### src/rtl/charlie_pkg.sv
// Shared constants and index helpers for the charlieplex scan controller.
// Index layout: [5:3] is the row line, [2:0] is the column line.
package charlie_pkg;

    localparam int N_LINES = 8;
    localparam int N_LEDS  = 64;
    localparam int IDX_W   = 6;
    localparam int LINE_W  = $clog2(N_LINES);

    typedef enum logic {
        ST_IDLE,
        ST_SCAN
    } scan_state_t;

    function automatic logic [LINE_W-1:0] row_of(input logic [IDX_W-1:0] idx);
        return idx[IDX_W-1:LINE_W];
    endfunction

    function automatic logic [LINE_W-1:0] col_of(input logic [IDX_W-1:0] idx);
        return idx[LINE_W-1:0];
    endfunction

    function automatic logic is_diag(input logic [IDX_W-1:0] idx);
        return row_of(idx) == col_of(idx);
    endfunction

    // A line cannot drive itself, so diagonal positions never light.
    function automatic logic [N_LEDS-1:0] elig_mask(input logic [N_LEDS-1:0] leds,
                                                    input logic              skip_off);
        logic [N_LEDS-1:0] m;
        for (int i = 0; i < N_LEDS; i++) begin
            m[i] = !is_diag(IDX_W'(i)) && (!skip_off || leds[i]);
        end
        return m;
    endfunction

endpackage

### src/rtl/charlie_next_idx.sv
// Combinational search for the next eligible LED index above the current one,
// wrapping mod 64, plus the lowest eligible index of the mask.
module charlie_next_idx
    import charlie_pkg::*;
(
    input  logic [IDX_W-1:0]  cur_idx,
    input  logic [N_LEDS-1:0] mask,
    output logic [IDX_W-1:0]  next_idx,
    output logic              wrap,
    output logic              none_elig,
    output logic [IDX_W-1:0]  first_idx
);

    logic [IDX_W-1:0] above_idx;
    logic             found_above;

    // Walk downward so the final hit is the lowest qualifying position.
    always_comb begin
        first_idx   = '0;
        above_idx   = '0;
        found_above = 1'b0;
        for (int i = N_LEDS - 1; i >= 0; i--) begin
            if (mask[i]) begin
                first_idx = IDX_W'(i);
                if (i > int'(cur_idx)) begin
                    above_idx   = IDX_W'(i);
                    found_above = 1'b1;
                end
            end
        end
    end

    assign none_elig = ~|mask;
    assign wrap      = ~found_above;
    assign next_idx  = found_above ? above_idx : first_idx;

endmodule

### src/rtl/charlie_scan_ctrl.sv
// Scan controller with double-buffered 64-bit frame store for the charlieplex
// driver; buffer swaps only land on frame boundaries to avoid tearing.
module charlie_scan_ctrl
    import charlie_pkg::*;
#(
    parameter  int DWELL_CYCLES = 16,
    localparam int DWELL_W      = $clog2(DWELL_CYCLES + 1)
)(
    input  logic              clk,
    input  logic              rst_n,
    input  logic              enable,
    input  logic              skip_off,
    input  logic              wr_en,
    input  logic [2:0]        wr_row,
    input  logic [7:0]        wr_data,
    input  logic              swap_req,
    output logic              swap_pending,
    output logic              swap_done,
    output logic              frame_done,
    output logic [IDX_W-1:0]  charlie_index,
    output logic [N_LEDS-1:0] frame_out
);

    scan_state_t        state, state_d;
    logic [N_LEDS-1:0]  front, back, front_d, back_d, frame_d;
    logic [IDX_W-1:0]   idx_d;
    logic [DWELL_W-1:0] dwell_cnt, cnt_d;
    logic               pend_d, sdone_d, fdone_d;

    logic [N_LEDS-1:0]  front_elig, back_elig;
    logic [IDX_W-1:0]   next_f, first_f, next_b, first_b;
    logic               wrap_f, none_f, wrap_b, none_b;
    logic               dwell_tc, boundary, apply_swap;
    logic [N_LEDS-1:0]  new_front;
    logic               new_none;
    logic [IDX_W-1:0]   new_first;
    logic               unused_back;

    assign front_elig = elig_mask(front, skip_off);
    assign back_elig  = elig_mask(back, skip_off);

    charlie_next_idx u_front_search (
        .cur_idx   (charlie_index),
        .mask      (front_elig),
        .next_idx  (next_f),
        .wrap      (wrap_f),
        .none_elig (none_f),
        .first_idx (first_f)
    );

    // The back-buffer search only supplies the first LED of a freshly swapped frame.
    charlie_next_idx u_back_search (
        .cur_idx   (charlie_index),
        .mask      (back_elig),
        .next_idx  (next_b),
        .wrap      (wrap_b),
        .none_elig (none_b),
        .first_idx (first_b)
    );

    assign unused_back = ^{wrap_b, next_b};

    assign dwell_tc   = dwell_cnt == DWELL_W'(DWELL_CYCLES - 1);
    assign boundary   = (state == ST_SCAN) && enable && dwell_tc && (wrap_f || none_f);
    assign apply_swap = swap_pending && ((state == ST_IDLE) || boundary);
    assign new_front  = apply_swap ? back    : front;
    assign new_none   = apply_swap ? none_b  : none_f;
    assign new_first  = apply_swap ? first_b : first_f;

    always_comb begin
        state_d = state;
        idx_d   = charlie_index;
        cnt_d   = dwell_cnt;
        frame_d = frame_out;
        front_d = new_front;
        back_d  = back;
        pend_d  = swap_pending;
        sdone_d = apply_swap;
        fdone_d = 1'b0;

        if (wr_en) begin
            back_d[{wr_row, 3'b000} +: 8] = wr_data;
        end
        if (swap_req) begin
            pend_d = 1'b1;
        end
        if (apply_swap) begin
            pend_d = 1'b0;
        end

        case (state)
            ST_IDLE: begin
                idx_d   = '0;
                cnt_d   = '0;
                frame_d = '0;
                if (enable) begin
                    state_d = ST_SCAN;
                    idx_d   = new_none ? '0 : new_first;
                    frame_d = new_none ? '0 : new_front;
                end
            end
            ST_SCAN: begin
                if (!enable) begin
                    state_d = ST_IDLE;
                    idx_d   = '0;
                    cnt_d   = '0;
                    frame_d = '0;
                end else begin
                    frame_d = new_none ? '0 : new_front;
                    if (dwell_tc) begin
                        cnt_d   = '0;
                        fdone_d = boundary;
                        if (new_none) begin
                            idx_d = '0;
                        end else if (apply_swap) begin
                            idx_d = new_first;
                        end else begin
                            idx_d = next_f;
                        end
                    end else begin
                        cnt_d = dwell_cnt + 1'b1;
                    end
                end
            end
            default: state_d = ST_IDLE;
        endcase
    end

    always_ff @(posedge clk or negedge rst_n) begin
        if (!rst_n) begin
            state         <= ST_IDLE;
            front         <= '0;
            back          <= '0;
            charlie_index <= '0;
            dwell_cnt     <= '0;
            frame_out     <= '0;
            swap_pending  <= 1'b0;
            swap_done     <= 1'b0;
            frame_done    <= 1'b0;
        end else begin
            state         <= state_d;
            front         <= front_d;
            back          <= back_d;
            charlie_index <= idx_d;
            dwell_cnt     <= cnt_d;
            frame_out     <= frame_d;
            swap_pending  <= pend_d;
            swap_done     <= sdone_d;
            frame_done    <= fdone_d;
        end
    end

endmodule

### config.mk
export PLATFORM = sky130hd
export DESIGN_NAME = charlie_scan_ctrl
export DESIGN_NICKNAME = d
export VERILOG_FILES = /design/src/rtl/charlie_pkg.sv /design/src/rtl/charlie_next_idx.sv /design/src/rtl/charlie_scan_ctrl.sv
export SDC_FILE = /design/constraint.sdc
export NUM_CORES = 1
export LEC_CHECK = 0
export CAP_MARGIN = 10
export CORE_MARGIN = 5
export CORE_UTILIZATION = 30
export DETAILED_ROUTE_END_ITERATION = 8
export HOLD_SLACK_MARGIN = 0.06
export PLACE_DENSITY = 0.52
export SLEW_MARGIN = 10
export SYNTH_ARGS = -nofsm -noshare
export SYNTH_HDL_FRONTEND = slang
export SYNTH_SLANG_ARGS = --single-unit
### constraint.sdc
create_clock -name clk -period 3.1 [get_ports clk]
set_input_delay 0.62 -clock clk [delete_from_list [all_inputs] [get_ports clk]]
set_output_delay 0.62 -clock clk [all_outputs]
set_load 0.1 [all_outputs]
* Word-level counts from Yosys, hierarchy flattened
Cells that the tools add are included.
Storage, ports and cells: bits in read-only memories 0, word-level logic and storage cells 556, input bits 17, memories 0, output and inout bits 73, bits in latches 0, memory bits (writable) 0, register bits 207
Cells by class: multipliers 0, bitwise logic cells 2, divide/modulo/power cells 0, equality and inequality tests 2, shift-type cells 2, magnitude comparators 56, multiplexer cells 359, $add $sub $neg 2, reductions and logical operators 124
Operators with widths (number):
- $mux 6 | 232
- $mux 64 | 3
- $gt 6x6->1 const A | 28
- $mux 1 | 119
- $logic_or 1x1->1 | 114
- $reduce_or 56->1 | 2
- $gt 5x6->1 const A | 14
- $bwmux 64 | 1
- $shift 8x8->64 const A | 1
- $shiftx 8x8->64 | 1
- $gt 4x6->1 const A | 7
- $gt 3x6->1 const A | 4
- $gt 2x6->1 const A | 2
- $pmux 6 s2 | 1
- $mux 5 | 2
- $pmux 5 s2 | 1
- $neg 6->8 | 1
- $gt 1x6->1 const A | 1
- $add 5x1->5 const B | 1
- $eq 5x4->1 const B | 1
- $logic_and 1x1->1 | 4
- $logic_not 1->1 | 3
- $ne 3x2->1 const B | 1
- $not 1->1 | 2
- $reduce_bool 2->1 | 1

* Logic depth before layout (Yosys ltp)
depth after elaboration 124, depth in mapped cells 15, mapped depth without buffers 10

* Cells and area by module
Synthesis repeated with hierarchy kept, for this count alone.
Unflattened totals: cell total of the unflattened synthesis 1667, area total of the unflattened synthesis 14490.1 µm²
By module, submodules not included:
- charlie_scan_ctrl | cells an instance 695, area each 8554.5 µm², sequential area each 5180.0 µm², instances 1
- charlie_next_idx | cells an instance 486, area each 2967.8 µm², sequential area each 0.0 µm², instances 2

* Worst setup path before layout
OpenSTA, ideal clock, no wires.
path kind register -> register, start register charlie_index[3], end register charlie_index[2], cell stages (with the launch flop) 13, path slack -725 ps, arrival time 3743 ps, required time 3018 ps, clock period less this slack 3825 ps, buffers on the path 3, setup time 82 ps, cell sequence dfrtp_1 buf_2 buf_4 nand3_2 o21a_1 a2111o_1 nor4_1 and4_1 buf_4 mux2i_2 nor2_1 o31a_1 a31oi_1
On the way: longest elaborated chain between the ends 124, elaborated cells between the ends (all ways) 295, classes of those cells order compare (56); mux (234); bitwise (1); reduce/logical (4)
Ends and longest elaborated chain:
- start, declared | line charlie_scan_ctrl.sv:20 | output logic [IDX_W-1:0] charlie_index,
- start signal, assigned | line charlie_scan_ctrl.sv:144 | charlie_index <= idx_d;
- $gt 6x6->1 | line charlie_next_idx.sv:25 | if (i > int'(cur_idx)) begin
- $mux 1
- $mux 1 | line charlie_next_idx.sv:23 | if (mask[i]) begin
- $mux 1 | line charlie_next_idx.sv:25
- $mux 1 | line charlie_next_idx.sv:23
- $mux 1 | line charlie_next_idx.sv:25
- $mux 1 | line charlie_next_idx.sv:23
- $mux 1 | line charlie_next_idx.sv:25
- (+108 left out)
- $logic_or 1x1->1 | line charlie_scan_ctrl.sv:65 | assign apply_swap = swap_pending && ((state == ST_IDLE) || boundary);
- $logic_and 1x1->1 | line charlie_scan_ctrl.sv:65
- $mux 6 | line charlie_scan_ctrl.sv:68 | assign new_first = apply_swap ? first_b : first_f;
- $mux 6 | line charlie_scan_ctrl.sv:115 | end else if (apply_swap) begin
- $mux 6 | line charlie_scan_ctrl.sv:113 | if (new_none) begin
- $mux 6 | line charlie_scan_ctrl.sv:110 | if (dwell_tc) begin
- $mux 6 | line charlie_scan_ctrl.sv:103 | if (!enable) begin
- $pmux 6 s2 * | line charlie_scan_ctrl.sv:91 | case (state)
Mark *: on every way between the ends. The rest lies on a longest branch, timed or not. The select of a mux whose other input is x is not followed. A chain may end at the register's enable or synchronous reset.

* Final worst setup path
start register charlie_index[2], end register frame_out[2]
On the way: longest elaborated chain between the ends 121, elaborated cells between the ends (all ways) 177, classes of those cells order compare (56); mux (116); bitwise (1); reduce/logical (4)
Ends and longest elaborated chain:
- $gt 6x6->1 | line charlie_next_idx.sv:25
- $mux 1
- $mux 1 | line charlie_next_idx.sv:23
- $mux 1 | line charlie_next_idx.sv:25
- $mux 1 | line charlie_next_idx.sv:23
- $mux 1 | line charlie_next_idx.sv:25
- $mux 1 | line charlie_next_idx.sv:23
- $mux 1 | line charlie_next_idx.sv:25
- (+107 left out)
- $logic_and 1x1->1 * | line charlie_scan_ctrl.sv:64 | assign boundary = (state == ST_SCAN) && enable && dwell_tc && (wrap_f || none_f);
- $logic_or 1x1->1 * | line charlie_scan_ctrl.sv:65
- $logic_and 1x1->1 * | line charlie_scan_ctrl.sv:65
- $mux 64 * | line charlie_scan_ctrl.sv:66 | assign new_front = apply_swap ? back : front;
- via front_d[2] | line charlie_scan_ctrl.sv:25 | logic [N_LEDS-1:0] front, back, front_d, back_d, frame_d;
- $mux 64 * | line charlie_scan_ctrl.sv:99, charlie_scan_ctrl.sv:109
- $mux 64 * | line charlie_scan_ctrl.sv:96, charlie_scan_ctrl.sv:103
- via frame_d[2] | line charlie_scan_ctrl.sv:25
- end signal, assigned | line charlie_scan_ctrl.sv:146 | frame_out <= frame_d;
- end, declared | line charlie_scan_ctrl.sv:21 | output logic [N_LEDS-1:0] frame_out
The timed path passes the listed nets; every way through them passes the cells marked *.

==> run summary <==
Clock tree synthesis inserted a total of 22 buffers. The time the final worst path needs with I/O delays and setup works out to 3.23 ns. Area of the mapped netlist: 0.0115 mm². Number of synthesized flops with an enable pin: 0. Setup repair after global routing could not meet its margin everywhere. By area the synthesized netlist is led by sky130_fd_sc_hd__dfrtp_1 (45%), sky130_fd_sc_hd__mux2_2 (4.8%), sky130_fd_sc_hd__mux2_1 (4.6%), sky130_fd_sc_hd__o21a_1 (4.5%), sky130_fd_sc_hd__o21ai_0 (3.6%). The run gives 0 as the antenna diode count. Number of DRC violations after detailed routing: 0. The starting utilization of the core area is 0.305, and the mean instance size in the synthesized netlist is 9.53 µm². The delay of the slowest critical-path stage is 0.57 ns, and the maximum frequency from static timing analysis is 309 MHz.

The worst relative slew slack came out at 0.571. The path category of the worst min-delay check was in2async. The floorplan step defined a core boundary enclosing 0.0378 mm². The number of placed instances, taps included, is 1993. After detailed routing, the average wire length per cell comes to 23.4 µm. At the end of routability-driven placement, the weighted congestion stood at 0.980.

The tools report the count of cell types in the netlist as 87. Yosys printed 0 warnings. The data arrival at the endpoint of the critical path is 3.63 ns.

The area share of the largest cell type after synthesis was 0.449. sky130_fd_sc_hd__dfrtp_1 takes more of the synthesized area than any other cell. Total track usage: 0.218. The critical path is of the reg2reg type.

The synthesized net count is 1231. Static power due to leakage: 7.36 nW. The fraction of the cycle the final worst path needs was 1.04. The logs give 63 for the maximum number of pins on one net before global-route repair and 0 for the initial antenna violation count.

The final wirelength was 48.5 mm. The tools report the start point of the critical path as charlie_index[2]. The average vias per placed instance is 5.48. Smallest setup slack after layout: -0.131 ns. Clock tree synthesis selected as its root buffer the cell sky130_fd_sc_hd__clkbuf_16. Setup violations remaining at the end of the flow were counted as 102. For the final database, setup skew stands at 0.0179 ns. The tools report the post-detailed-route count of antenna-violating nets as 0. The tools report the worst-skew pair later-pin latency as 0.51 ns. The sequential element share of the synthesized area came out at 0.449. The final hold violation count was 0; the synthesis-to-finish area growth was 43.3%. The checks that failed: negative setup slack. The worst setup path is captured at a register.

The run gives 11200 as the via count of the first global-routing pass. The tool flagged a number of max-cap violations equal to 0. The synthesized flop and latch total is 207, and the global-route wire length before repair is 71.2 mm. The pin slew with the least headroom to its limit came out at 0.638 ns. The pre-CTS setup slack is -0.543 ns. TritonCTS built the clock tree. The async set-reset flop share out of synthesis is 1.00. The first TritonRoute pass finished after 5 iterations.

The die width was 206 µm. For this run, the post-layout net count is 1569. The fraction of final layout cells with drive strength greater than 1 was 0.368.

VDD sags by at most 0.515 mV. The commonest cells after synthesis are sky130_fd_sc_hd__dfrtp_1 (207), sky130_fd_sc_hd__nand2_1 (99), sky130_fd_sc_hd__nor2_1 (97). The final HPWL from detailed placement is 36.4 mm. Cell type of the slowest stage on the worst timing path: sky130_fd_sc_hd__dfrtp_4. The worst register-to-register path begins at charlie_index[2].

Buffers inserted to repair hold after CTS numbered 0. For the count of final max-slew check failures, the log shows 0. The dominant cell by count in the synthesized netlist is sky130_fd_sc_hd__dfrtp_1. The element type at the critical path start is a register. The DRC marker count from the first detailed-route iteration is 1007. For the worst setup path, the data required time is 3.49 ns.

The sum of overflow across all layers after global routing was 0; the power density over cell area was 817 mW/mm². For the I/O pin count, the log shows 90. For this run, the leading register cell type out of synthesis is sky130_fd_sc_hd__dfrtp_1.

The run gives 0.0425 mm² as the area of the die. The flow ran to the end, but the final reports show violations. The finished layout holds 2075 standard cells, fillers aside. The routed via count is 11400. CTS saw 207 sinks. The CTS H-tree depth was 1. The initialized floorplan defines 71 standard-cell rows. The number of port buffers is 89, and the die boundary height is 206 µm.

Synthesis produced 1211 cells. The critical path goes through buf_4 > and4_4 > o21a_1 > o31ai_2 > and4bb_2 > and4_4 > a41oi_4 > clkinv_4 > buf_6 > clkbuf_16 > mux2_4 > o21a_1. Clock-pin slew of the registers on the worst-case setup and hold paths: 0.07 ns.

The biggest fanout along the worst timing path is 8, and the number of buffers on the longest clock path is 3.
-- layout make-up --
| cell class | count | area [µm²] |
|---|---|---|
| Inverter | 34 | 133 |
| Timing Repair Buffer | 382 | 3400 |
| Tap cell | 511 | 639 |
| Sequential cell | 207 | 5200 |
| Clock inverter | 7 | 50.0 |
| Multi-Input combinational cell | 902 | 6430 |
| Fill cell | 3721 | 21300 |
| Clock buffer | 32 | 669 |
-- placed cells by master, fill, tap and decap left out, drive strengths merged, types with 8 or more instances in the layout --
master | netlist | routed
a2111oi | 8 | 8
a211oi | 15 | 15
a21oi | 52 | 52
a31oi | 20 | 20
and2 | 8 | 8
and3 | 11 | 11
buf | 31 | 359
clkbuf | 37 | 41
clkdlybuf4s50 | 0 | 14
dfrtp | 207 | 207
inv | 34 | 34
mux2 | 96 | 96
nand2 | 99 | 99
nand2b | 33 | 33
nand3 | 34 | 34
nand4 | 13 | 13
nor2 | 98 | 98
nor2b | 25 | 25
nor3 | 28 | 28
nor3b | 12 | 12
nor4 | 29 | 29
o211ai | 10 | 10
o21a | 69 | 69
o21ai | 95 | 95
o31ai | 10 | 10
or3 | 12 | 12
-- flip-flops by register name, indices dropped and copies added, names as in the netlist --
signal / count
frame_out: 64
front: 64
charlie_index: 6
swap_pending: 1
back: 64
dwell_cnt: 5
state: 1
swap_done: 1
frame_done: 1
-- worst max-delay path: cells and delay by family (launching register included) --
kind / cells / cell delay, ns
buffers and inverters: 4 / 0.65
DFF: 1 / 0.57
and+or+nand+nor: 3 / 0.66
muxes: 1 / 0.30
AOI/OAI and AO/OA: 4 / 0.92
-- layer usage --
metal  global-route usage  part of all wire
met5                    0                 0
met1                0.317              0.45
met4               0.0637             0.030
met3               0.0187             0.045
met2                0.349              0.47
-- power by group --
part	switching (mW)	total (mW)	internal [mW]	leakage [nW]
registers	0.907	4.30	3.39	2.68
clock network	1.10	2.61	1.50	0.352
logic	3.98	6.59	2.61	4.33
-- repair_timing --
action | CTS | global route
cloned | 3 | 9
buffers inserted | 15 | 18
endpoints found under the setup margin | 130 | 126
gates resized for setup | 50 | 54
pin swaps | 14 | 18
-- final timing paths --
| check | endpoint | slack, ns | cells past startpoint |
|---|---|---|---|
| max | frame_out[2] | -0.13 | 12 |
| min | back[61] | 0.09 | 1 |
| max reg2reg | frame_out[2] | -0.13 | 12 |
| min reg2reg | dwell_cnt[0] | 0.46 | 1 |
| max in group asynchronous | back[18] | 2.24 | 2 |
| min in group clk | dwell_cnt[0] | 0.46 | 1 |
-- stage by stage --
stage	power, mW	util	TNS [ns]	hold WS, ns	instance area [µm²]
2_1_floorplan	7.82	-	-6.98	0.324	11900
3_3_place_gp	10.4	0.392	-57.81	0.449	14800
3_5_place_dp	10.4	0.392	-61.09	0.449	14800
4_1_cts	13.2	0.422	-3.07	0.103	16000
5_1_grt	14.1	0.437	-12.68	0.132	16500
6_report	13.5	0.437	-5.62	0.0941	16500
-- cells by family after synthesis --
group | after synthesis | synth area share
simple gates | 439 | 0.200
compound gates | 361 | 0.213
flops | 207 | 0.449
buf+inv | 102 | 0.0385
mux | 97 | 0.0949
fa+ha+maj | 3 | 0.00325
xor+xnor | 2 | 0.00152
No activity file was read; power rests on OpenSTA's default activity.
